`src/rtl/pipeline_ctrl_pkg.sv`:
```
// Shared definitions for the dual-slot pipeline sequencer: FSM encodings and register-index width.
package pipeline_ctrl_pkg;
  localparam int REG_IDX_W = 3;

  typedef enum logic [1:0] {
    ST_RUN      = 2'd0,
    ST_FLUSH    = 2'd1,
    ST_MEM_WAIT = 2'd2
  } state_t;
endpackage

```
`src/rtl/hazard_match.sv`:
```
// Load-use detector: a load in ID/EX whose destination is read by either slot in IF/ID.
module hazard_match
  import pipeline_ctrl_pkg::*;
(
  input  logic                 i_memRead,
  input  logic                 i_regWrite,
  input  logic [REG_IDX_W-1:0] i_rd,
  input  logic [REG_IDX_W-1:0] i_alu_rm,
  input  logic [REG_IDX_W-1:0] i_alu_rn,
  input  logic [REG_IDX_W-1:0] i_mem_rn,
  input  logic [REG_IDX_W-1:0] i_mem_rd,
  input  logic                 i_alu_useRm,
  input  logic                 i_alu_useRn,
  input  logic                 i_mem_useRn,
  input  logic                 i_mem_useRd,
  output logic                 o_lu
);
  logic [3:0] w_hit;

  // r0 is an ordinary register here, so no zero-index exclusion.
  assign w_hit[0] = i_alu_useRm & (i_alu_rm == i_rd);
  assign w_hit[1] = i_alu_useRn & (i_alu_rn == i_rd);
  assign w_hit[2] = i_mem_useRn & (i_mem_rn == i_rd);
  assign w_hit[3] = i_mem_useRd & (i_mem_rd == i_rd);

  assign o_lu = i_memRead & i_regWrite & (|w_hit);
endmodule

```
`src/rtl/hazard_stall_controller.sv`:
```
// Pipeline sequencer: load-use bubbles, branch/jump flushes and memory-wait freeze with timeout.
module hazard_stall_controller
  import pipeline_ctrl_pkg::*;
#(
  parameter int MEM_TIMEOUT = 255,
  parameter int CNT_WIDTH   = 16
) (
  input  logic                 clk,
  input  logic                 reset,
  input  logic [REG_IDX_W-1:0] p1_alu_rm,
  input  logic [REG_IDX_W-1:0] p1_alu_rn,
  input  logic [REG_IDX_W-1:0] p1_mem_rn,
  input  logic [REG_IDX_W-1:0] p1_mem_rd,
  input  logic                 p1_alu_useRm,
  input  logic                 p1_alu_useRn,
  input  logic                 p1_mem_useRn,
  input  logic                 p1_mem_useRd,
  input  logic                 p2_memRead,
  input  logic                 p2_mem_regWrite,
  input  logic [REG_IDX_W-1:0] p2_mem_rd,
  input  logic                 p2_isBranch,
  input  logic                 p2_isJump,
  input  logic                 branch_taken,
  input  logic                 p3_memAccess,
  input  logic                 mem_ready,
  output logic                 pc_write,
  output logic                 p1_pipeline_regWrite,
  output logic                 p2_pipeline_regWrite,
  output logic                 p3_pipeline_regWrite,
  output logic                 p4_pipeline_regWrite,
  output logic                 p2_pipeline_stall,
  output logic                 IF_flush,
  output logic                 ID_flush,
  output logic                 mem_timeout,
  output logic [1:0]           state,
  output logic [CNT_WIDTH-1:0] loaduse_count,
  output logic [CNT_WIDTH-1:0] memwait_count,
  output logic [CNT_WIDTH-1:0] flush_count
);
  localparam logic [15:0]          TO_LIM  = 16'(MEM_TIMEOUT);
  localparam logic [CNT_WIDTH-1:0] CNT_MAX = '1;

  state_t               r_state, w_nxt;
  logic [15:0]          r_wait;
  logic                 r_timeout;
  logic [CNT_WIDTH-1:0] r_lu_cnt, r_mw_cnt, r_fl_cnt;

  logic       w_lu, w_tk, w_mw;
  logic       w_run, w_mw_en, w_tk_en, w_lu_en, w_release;
  logic       w_pc, w_stall, w_iff, w_idf, w_abort;
  logic [3:0] w_en;
  logic       w_inc_lu, w_inc_mw, w_inc_fl, w_wait_ld, w_wait_inc;

  hazard_match u_match (
    .i_memRead   (p2_memRead),
    .i_regWrite  (p2_mem_regWrite),
    .i_rd        (p2_mem_rd),
    .i_alu_rm    (p1_alu_rm),
    .i_alu_rn    (p1_alu_rn),
    .i_mem_rn    (p1_mem_rn),
    .i_mem_rd    (p1_mem_rd),
    .i_alu_useRm (p1_alu_useRm),
    .i_alu_useRn (p1_alu_useRn),
    .i_mem_useRn (p1_mem_useRn),
    .i_mem_useRd (p1_mem_useRd),
    .o_lu        (w_lu)
  );

  assign w_tk      = p2_isJump | (p2_isBranch & branch_taken);
  assign w_mw      = p3_memAccess & ~mem_ready;
  assign w_release = mem_ready | (r_wait == TO_LIM);

  always_comb begin
    w_pc = 1'b1; w_en = 4'b1111; w_stall = 1'b0; w_iff = 1'b0; w_idf = 1'b0;
    w_nxt = ST_RUN; w_abort = 1'b0;
    w_inc_lu = 1'b0; w_inc_mw = 1'b0; w_inc_fl = 1'b0;
    w_wait_ld = 1'b0; w_wait_inc = 1'b0;
    w_run = 1'b0; w_mw_en = 1'b0; w_tk_en = 1'b0; w_lu_en = 1'b0;
    case (r_state)
      ST_RUN:   begin w_run = 1'b1; w_mw_en = 1'b1; w_tk_en = 1'b1; w_lu_en = 1'b1; end
      // IF/ID and ID/EX hold flushed bubbles, so only the memory wait can matter.
      ST_FLUSH: begin w_run = 1'b1; w_mw_en = 1'b1; end
      ST_MEM_WAIT: begin
        if (w_release) begin
          // An expired access is aborted and the pipeline advances as if memory answered.
          w_abort = ~mem_ready;
          w_run = 1'b1; w_tk_en = 1'b1; w_lu_en = 1'b1;
        end else begin
          w_pc = 1'b0; w_en = 4'b0000; w_nxt = ST_MEM_WAIT; w_wait_inc = 1'b1;
        end
      end
      default: w_nxt = ST_RUN;
    endcase
    if (w_run) begin
      if (w_mw_en && w_mw) begin
        w_pc = 1'b0; w_en = 4'b0000; w_nxt = ST_MEM_WAIT; w_wait_ld = 1'b1; w_inc_mw = 1'b1;
      end else if (w_tk_en && w_tk) begin
        w_iff = 1'b1; w_idf = 1'b1; w_nxt = ST_FLUSH; w_inc_fl = 1'b1;
      end else if (w_lu_en && w_lu) begin
        w_pc = 1'b0; w_en[0] = 1'b0; w_stall = 1'b1; w_inc_lu = 1'b1;
      end
    end
  end

  always_ff @(posedge clk) begin
    if (!reset) begin
      r_state   <= ST_RUN;
      r_wait    <= '0;
      r_timeout <= 1'b0;
      r_lu_cnt  <= '0;
      r_mw_cnt  <= '0;
      r_fl_cnt  <= '0;
    end else begin
      r_state <= w_nxt;
      if (w_wait_ld)       r_wait <= 16'd1;
      else if (w_wait_inc) r_wait <= r_wait + 16'd1;
      if (w_abort) r_timeout <= 1'b1;
      if (w_inc_lu && r_lu_cnt != CNT_MAX) r_lu_cnt <= r_lu_cnt + 1'b1;
      if (w_inc_mw && r_mw_cnt != CNT_MAX) r_mw_cnt <= r_mw_cnt + 1'b1;
      if (w_inc_fl && r_fl_cnt != CNT_MAX) r_fl_cnt <= r_fl_cnt + 1'b1;
    end
  end

  // Reset low forces a free-running pipeline regardless of state or events.
  assign pc_write             = ~reset | w_pc;
  assign p1_pipeline_regWrite = ~reset | w_en[0];
  assign p2_pipeline_regWrite = ~reset | w_en[1];
  assign p3_pipeline_regWrite = ~reset | w_en[2];
  assign p4_pipeline_regWrite = ~reset | w_en[3];
  assign p2_pipeline_stall    = reset & w_stall;
  assign IF_flush             = reset & w_iff;
  assign ID_flush             = reset & w_idf;
  assign mem_timeout          = r_timeout | (reset & w_abort);
  assign state                = r_state;
  assign loaduse_count        = r_lu_cnt;
  assign memwait_count        = r_mw_cnt;
  assign flush_count          = r_fl_cnt;
endmodule

```
`config.mk`:
```
export PLATFORM = sky130hd
export DESIGN_NAME = hazard_stall_controller
export DESIGN_NICKNAME = d
export VERILOG_FILES = /design/src/rtl/pipeline_ctrl_pkg.sv /design/src/rtl/hazard_match.sv /design/src/rtl/hazard_stall_controller.sv
export SDC_FILE = /design/constraint.sdc
export NUM_CORES = 1
export LEC_CHECK = 0
export CAP_MARGIN = 20
export CELL_PAD_IN_SITES_DETAIL_PLACEMENT = 1
export CELL_PAD_IN_SITES_GLOBAL_PLACEMENT = 2
export CORE_MARGIN = 10
export CORE_UTILIZATION = 29
export CTS_BUF_LIST = sky130_fd_sc_hd__clkbuf_16
export DETAILED_ROUTE_END_ITERATION = 10
export GPL_ROUTABILITY_DRIVEN = 0
export PLACE_DENSITY = 0.84
export REMOVE_ABC_BUFFERS = 1
export SKIP_CTS_REPAIR_TIMING = 1
export SLEW_MARGIN = 20
export SYNTH_ARGS = -nofsm -noshare
export SYNTH_HDL_FRONTEND = slang
export SYNTH_SLANG_ARGS = --single-unit
```
`constraint.sdc`:
```
create_clock -name clk -period 3.2 [get_ports clk]
set_input_delay 0.96 -clock clk [delete_from_list [all_inputs] [get_ports clk]]
set_output_delay 0.96 -clock clk [all_outputs]
set_load 0.005 [all_outputs]
```
* After elaboration in Yosys (flattened, before gate mapping)
Cells that the tools add are included.
W data, S select, Z words.
** Word-level totals
- Input bits :: 28
- Bits in registers :: 67
- Word-level logic and storage cells :: 89
** Operators by class
- Equality and inequality tests :: 10
- Multiplexer cells :: 36
- Reductions and logical operators :: 11
- Bitwise operators :: 21
- Add/sub/neg operators :: 4
** Operator list (number)
- $add A16 B1 Y16 const B :: 4
- $ne A16 B16 Y1 const B :: 3
- $mux W1 :: 25
- $eq A16 B8 Y1 const B :: 1
- $eq A3 B3 Y1 :: 4
- $mux W4 :: 3
- $and A1 B1 Y1 :: 11
- $mux W2 :: 5
- $or A1 B1 Y1 :: 8
- $logic_and A1 B1 Y1 :: 6
- $pmux W1 S2 :: 2
- $reduce_or A2 Y1 :: 2
- $reduce_or A4 Y1 :: 1
- $mux W3 :: 1
- $eq A2 B1 Y1 const B :: 1
- $eq A2 B2 Y1 const B :: 1
- $logic_not A2 Y1 :: 1
- $not A1 Y1 :: 2
- $reduce_bool A2 Y1 :: 1

* Longest topological paths before layout
- Word-level depth :: 10
- Depth in mapped cells :: 9
- Depth with buffers taken out :: 7

* Modules after synthesis
From an unflattened synthesis, not the netlist that was laid out.
** Unflattened totals
- Cell total of the unflattened synthesis :: 425
- Area total of the unflattened synthesis :: 3550.9 um2
** By module, submodules not included
- hazard_stall_controller :: seq. area each 1341.3 um2, instances 1, cells each 404, area an instance 3390.8 um2
- hazard_match :: seq. area each 0.0 um2, instances 1, cells each 21, area an instance 160.2 um2

* Worst setup path before layout
OpenSTA, ideal clock, no wires.
- Path type :: input -> output
- Start point :: input port mem_ready
- End point :: output port IF_flush
- Stages on the path :: 6
- Path buffers :: 2
- Arrival time :: 2.140 ns
- Required time :: 2.240 ns
- Path slack :: 0.100 ns
- Cells stage by stage :: nor3b_2 -> a21oi_1 -> o211ai_4 -> clkbuf_1 -> nor2_1 -> buf_4
** On the way
- Word-level cells in the longest chain between the ends :: 8
- Elaborated cells on any way between the ends :: 12
- Those cells by class :: mux: 6; bitwise: 4; reduce/logical: 2
** RTL lines
- start: declaration :: RTL line hazard_stall_controller.sv:25 : input logic mem_ready,
- $or A1 B1 Y1 :: RTL line hazard_stall_controller.sv:71 : assign w_release = mem_ready | (r_wait == TO_LIM);
- $mux W1 :: RTL line hazard_stall_controller.sv:84 : if (w_release) begin
- $pmux W1 S2 :: RTL line hazard_stall_controller.sv:79 : case (r_state)
- $logic_and A1 B1 Y1 :: RTL line hazard_stall_controller.sv:97 : end else if (w_tk_en && w_tk) begin
- $mux W1 (2 in a row)
- $mux W1 *
- $and A1 B1 Y1 *
- end: declaration :: RTL line hazard_stall_controller.sv:32 : output logic IF_flush,
Mark *: on every way between the ends. The rest lies on a longest branch, timed or not.

* Worst setup path in the final report
- Start point :: input port branch_taken
- End point :: output port pc_write
** On the way
- Word-level cells in the longest chain between the ends :: 7
** RTL lines
- start: declaration :: RTL line hazard_stall_controller.sv:23 : input logic branch_taken,
- $and A1 B1 Y1 :: RTL line hazard_stall_controller.sv:69 : assign w_tk = p2_isJump | (p2_isBranch & branch_taken);
- $or A1 B1 Y1 :: RTL line hazard_stall_controller.sv:69
- $logic_and A1 B1 Y1 :: RTL line hazard_stall_controller.sv:97
- $mux W1 :: RTL line hazard_stall_controller.sv:97
- $mux W1 :: RTL line hazard_stall_controller.sv:95 : if (w_mw_en && w_mw) begin
- $mux W1 :: RTL line hazard_stall_controller.sv:94 : if (w_run) begin
- $or A1 B1 Y1 :: RTL line hazard_stall_controller.sv:125 : assign pc_write = ~reset | w_pc;
- end: declaration :: RTL line hazard_stall_controller.sv:26 : output logic pc_write,
Every way passes these cells.

==> results_tabular.tex <==
\begin{tabular}{lr}
\hline
Metric & Value \\
\hline
\multicolumn{2}{l}{\textbf{Logic synthesis}} \\
Post-synthesis share of cell area spent on xor and xnor gates & 12.6\% \\
Count of cell types in the netlist & 45 \\
Total standard cell area after synthesis & 3540 sq um \\
Compound-Gate Fraction of Synth Area & approximately 8.0\% \\
Number of synthesis warnings & 0 \\
Avg Synthesized Cell Area & a little over 8 sq um \\
Gate count after technology mapping & 427 \\
Post-synthesis adder-cell area fraction & 1.41\% \\
Register area share after synthesis & a little under two fifths \\
Largest family of logic cells by synthesized area & simple AND/OR/NAND/NOR gates \\
Total of flip-flops plus latches after synthesis & 67 \\
Most used flip-flop cell after synthesis & sky130\_fd\_sc\_hd\_\_dfxtp\_1 \\
Multiplexer share of the synthesized area & 3.11\% \\
Basic-gate share of the synthesized area counting and, or, nand and nor cells & 33.0\% \\
Asr flop ratio synth & 0\% \\
Number of flops mapped to enable cells by yosys & 0 \\
\multicolumn{2}{l}{\textbf{Global route}} \\
Initial antenna violation count & 0 \\
First-pass GRT wire length & 18.5 mm \\
Remaining Overflow, GRT & 0 \\
Number of global-route vias before repair & 3642 \\
Largest net degree at the start of global routing & 35 \\
Total Routing Usage GR & roughly 13\% \\
\multicolumn{2}{l}{\textbf{Detailed routing}} \\
Total vias in the final route & 3502 \\
Drt initial violations & 73 \\
Count of nets left with antenna violations after detail routing & 0 \\
Drt pass-1 iters & 4 \\
Count of unresolved DRC violations after routing & 0 \\
Final wirelength & 11.3 mm \\
Vias per cell & 5.07 \\
Average wire per cell in the routed design & about 16 um \\
\multicolumn{2}{l}{\textbf{Timing}} \\
F\_max & 0.319 GHz \\
Final setup violation count & 0 \\
Max-slew violation count & 0 \\
Post-route worst hold slack & 0.481 ns \\
Worst clock skew & 0.00453 ns \\
Slew headroom & 49.3\% \\
Portion of the clock cycle consumed by the worst path in the final layout & 97.8\% \\
Crit path time final & between 3 and 4 ns \\
Least setup slack across all paths after layout & 0.0698 ns \\
Final Hold Viols & 0 \\
Worst Tran Pin Value & $\sim$0.75 ns \\
\multicolumn{2}{l}{\textbf{Layout}} \\
Combined flip-flop and latch cell area & 1340 sq um \\
Area taken by multi-input logic gates & between 2000 and 2500 sq um \\
Layout Cell Area excl Fill & 5190 sq um \\
Fillers & 1421 \\
Post-synthesis to final-layout area growth & 46.5\% \\
Fraction of final layout cells with drive strength greater than 1 & 13.4\% \\
N\_diodes & 0 \\
Layout net count & $\sim$570 \\
\multicolumn{2}{l}{\textbf{Pwr}} \\
Post-layout total power & 2180 uW \\
Worst IR drop on VDD & $\sim$0.21 mV \\
Static leakage & 0.00208 uW \\
Power density over the cells & 420 nW/um\^{}2 \\
\multicolumn{2}{l}{\textbf{Floorplanning}} \\
Vert. Die Dim & 131 um \\
Starting density of the core & between 20 and 30\% \\
Die X-Extent & 131 um \\
I/O pins & 87 \\
Core Footprint & 12000 sq um \\
Rows & 40 \\
Die outline area & between 15000 and 20000 sq um \\
\multicolumn{2}{l}{\textbf{Clocking}} \\
Maximum clock insertion buffer count & 2 \\
Deepest level of the CTS H-tree & 3 \\
Worst-Skew Late Latency & 0.33 ns \\
Clk root buf & sky130\_fd\_sc\_hd\_\_clkbuf\_16 \\
Count of clock tree sinks & 67 \\
Num CTS Buffers & 9 \\
Clock-pin slew of the registers on the worst-case setup and hold paths & about 0.060 ns \\
Clock tree from TritonCTS & yes \\
\multicolumn{2}{l}{\textbf{Worst setup path}} \\
Crit path kind & input pin to primary output \\
Arr. time, crit path & approximately 2.2 ns \\
Cell repeated most along the worst path & sky130\_fd\_sc\_hd\_\_a21o\_1 \\
Max Fanout on Critical Path & 3 \\
Crit path required time & 2.24 ns \\
Sequence of cells on the critical path & dlymetal6s2s\_1, a21oi\_2, nand4b\_1, a21o\_1, o21bai\_4, a21o\_1, buf\_2 \\
Critical Path Slowest Stage Cell & sky130\_fd\_sc\_hd\_\_a21o\_1 \\
Startpoint types & input pin \\
CP Capture Type & primary output \\
Slowest cell delay on critical path & 0.23 ns \\
\multicolumn{2}{l}{\textbf{Placement}} \\
Number of input and output port buffers inserted & 86 \\
Pre-CTS setup slack & -0.619 ns \\
Total half-perimeter wirelength after legalization and detailed placement & 8.33 mm \\
Total cell area at the placement stage & approximately 4700 sq um \\
\multicolumn{2}{l}{\textbf{Flow run}} \\
Max\_cap viols & 0 \\
\multicolumn{2}{l}{\textbf{Status}} \\
Status & finished, final reports clean \\
\multicolumn{2}{l}{\textbf{Hold path}} \\
Class of the worst hold path & register to register \\
\hline
\end{tabular}
-- final timing paths --
check                     from               end  slack [ns]  cells after the start
hold / removal       r_wait[1]         r_wait[1]        0.48                      2
hold reg to reg      r_wait[1]         r_wait[1]        0.48                      2
setup / recovery  branch_taken          pc_write        0.07                      7
setup reg to reg     r_wait[0]  loaduse_count[3]        0.79                      9
-- kinds of logic after synthesis --
family,Yosys count
compound gates,40
xor+xnor,51
fa+ha+maj,4
buf+inv,33
flops,67
mux,11
simple gates,221
-- critical path, delay by kind of cell --
family	cells	cell delay, ns
buffers and inverters	2	0.27
AO/OA/AOI/OAI	4	0.78
AND/OR/NAND/NOR	1	0.16
-- layer usage --
| layer | global-route usage, % | vias to the layer above | share of wire [%] |
|---|---|---|---|
| met5 | 0 | - | 0 |
| met4 | 4.51 | 0 | 0.94 |
| met3 | 4.92 | 9 | 8.1 |
| met2 | 21.5 | 84 | 45 |
| met1 | 16.4 | 1694 | 46 |
| li1 | - | 1715 | - |
-- synth_stat cells, types with 2 or more instances --
| cell | n | share of area, % |
|---|---|---|
| sky130_fd_sc_hd__and3_1 | 11 | 1.9 |
| sky130_fd_sc_hd__o21ai_0 | 9 | 1.3 |
| sky130_fd_sc_hd__xor2_1 | 16 | 4.0 |
| sky130_fd_sc_hd__and2_1 | 2 | 0.35 |
| sky130_fd_sc_hd__and4_1 | 7 | 1.7 |
| sky130_fd_sc_hd__nand4_1 | 18 | 3.2 |
| sky130_fd_sc_hd__nand4b_1 | 3 | 0.74 |
| sky130_fd_sc_hd__dfxtp_1 | 67 | 38 |
| sky130_fd_sc_hd__buf_2 | 3 | 0.42 |
| sky130_fd_sc_hd__nand2_1 | 54 | 5.7 |
| sky130_fd_sc_hd__xnor2_1 | 35 | 8.6 |
| sky130_fd_sc_hd__inv_1 | 13 | 1.4 |
| sky130_fd_sc_hd__ha_1 | 4 | 1.4 |
| sky130_fd_sc_hd__nor2_1 | 54 | 5.7 |
| sky130_fd_sc_hd__nand3_1 | 22 | 3.1 |
| sky130_fd_sc_hd__nand2b_1 | 10 | 1.8 |
| sky130_fd_sc_hd__nor3b_1 | 2 | 0.42 |
| sky130_fd_sc_hd__nor3_1 | 9 | 1.3 |
| sky130_fd_sc_hd__or4_1 | 2 | 0.42 |
| sky130_fd_sc_hd__clkbuf_1 | 12 | 1.3 |
| sky130_fd_sc_hd__a21oi_1 | 14 | 2.0 |
| sky130_fd_sc_hd__nor4_2 | 5 | 1.8 |
| sky130_fd_sc_hd__a21o_1 | 2 | 0.42 |
| sky130_fd_sc_hd__nor4b_1 | 2 | 0.49 |
| sky130_fd_sc_hd__mux2i_1 | 11 | 3.1 |
| sky130_fd_sc_hd__or2_2 | 3 | 0.53 |
| sky130_fd_sc_hd__o31ai_1 | 4 | 0.85 |
| sky130_fd_sc_hd__nor4_1 | 10 | 1.8 |
| sky130_fd_sc_hd__or3_1 | 4 | 0.71 |
| sky130_fd_sc_hd__buf_4 | 4 | 0.85 |
-- flip-flops by register name (all words and copies together) (netlist names) --
| name | count |
|---|---|
| state | 2 |
| r_timeout | 1 |
| loaduse_count | 16 |
| memwait_count | 16 |
| r_wait | 16 |
| flush_count | 16 |
-- cell type report --
cell class / count / area share, %
clock inverter: 7 / 2.07
sequential: 67 / 25.8
clock buffer: 9 / 4.34
multi-input combinational: 327 / 40.5
timing repair buffer: 120 / 22.7
tap: 147 / 3.54
inverter: 14 / 1.01
-- cells in the final DEF (no fill, tap or decap), drive strengths merged, types with 2 or more instances in the layout --
cell type,count
a21o,2
a21oi,14
and2,2
and3,11
and4,7
buf,35
bufinv,3
clkbuf,10
clkdlybuf4s50,55
clkinv,4
dfxtp,67
dlymetal6s2s,29
ha,4
inv,14
mux2i,11
nand2,54
nand2b,10
nand3,22
nand4,18
nand4b,3
nor2,54
nor3,9
nor3b,3
nor4,16
nor4b,3
o211ai,2
o21ai,9
o31ai,4
or2,3
or3,4
or4,2
xnor2,35
xor2,16
-- through the flow --
stage                     cells  utilization (%)   TNS, ns
after detailed placement    671             39.3     -4.53
after CTS                   687             42.1     -4.73
final                       691             43.2         0
after global placement      671             39.3     -4.12
after global routing        691             43.2  -0.00800
after floorplan             408                -         0
-- where the power goes --
part / switching [uW] / total, uW / internal (uW)
clock: 371 / 1120 / 753
combinational: 95.5 / 199 / 104
sequential: 14.3 / 858 / 843
No activity file was read; power rests on OpenSTA's default activity.
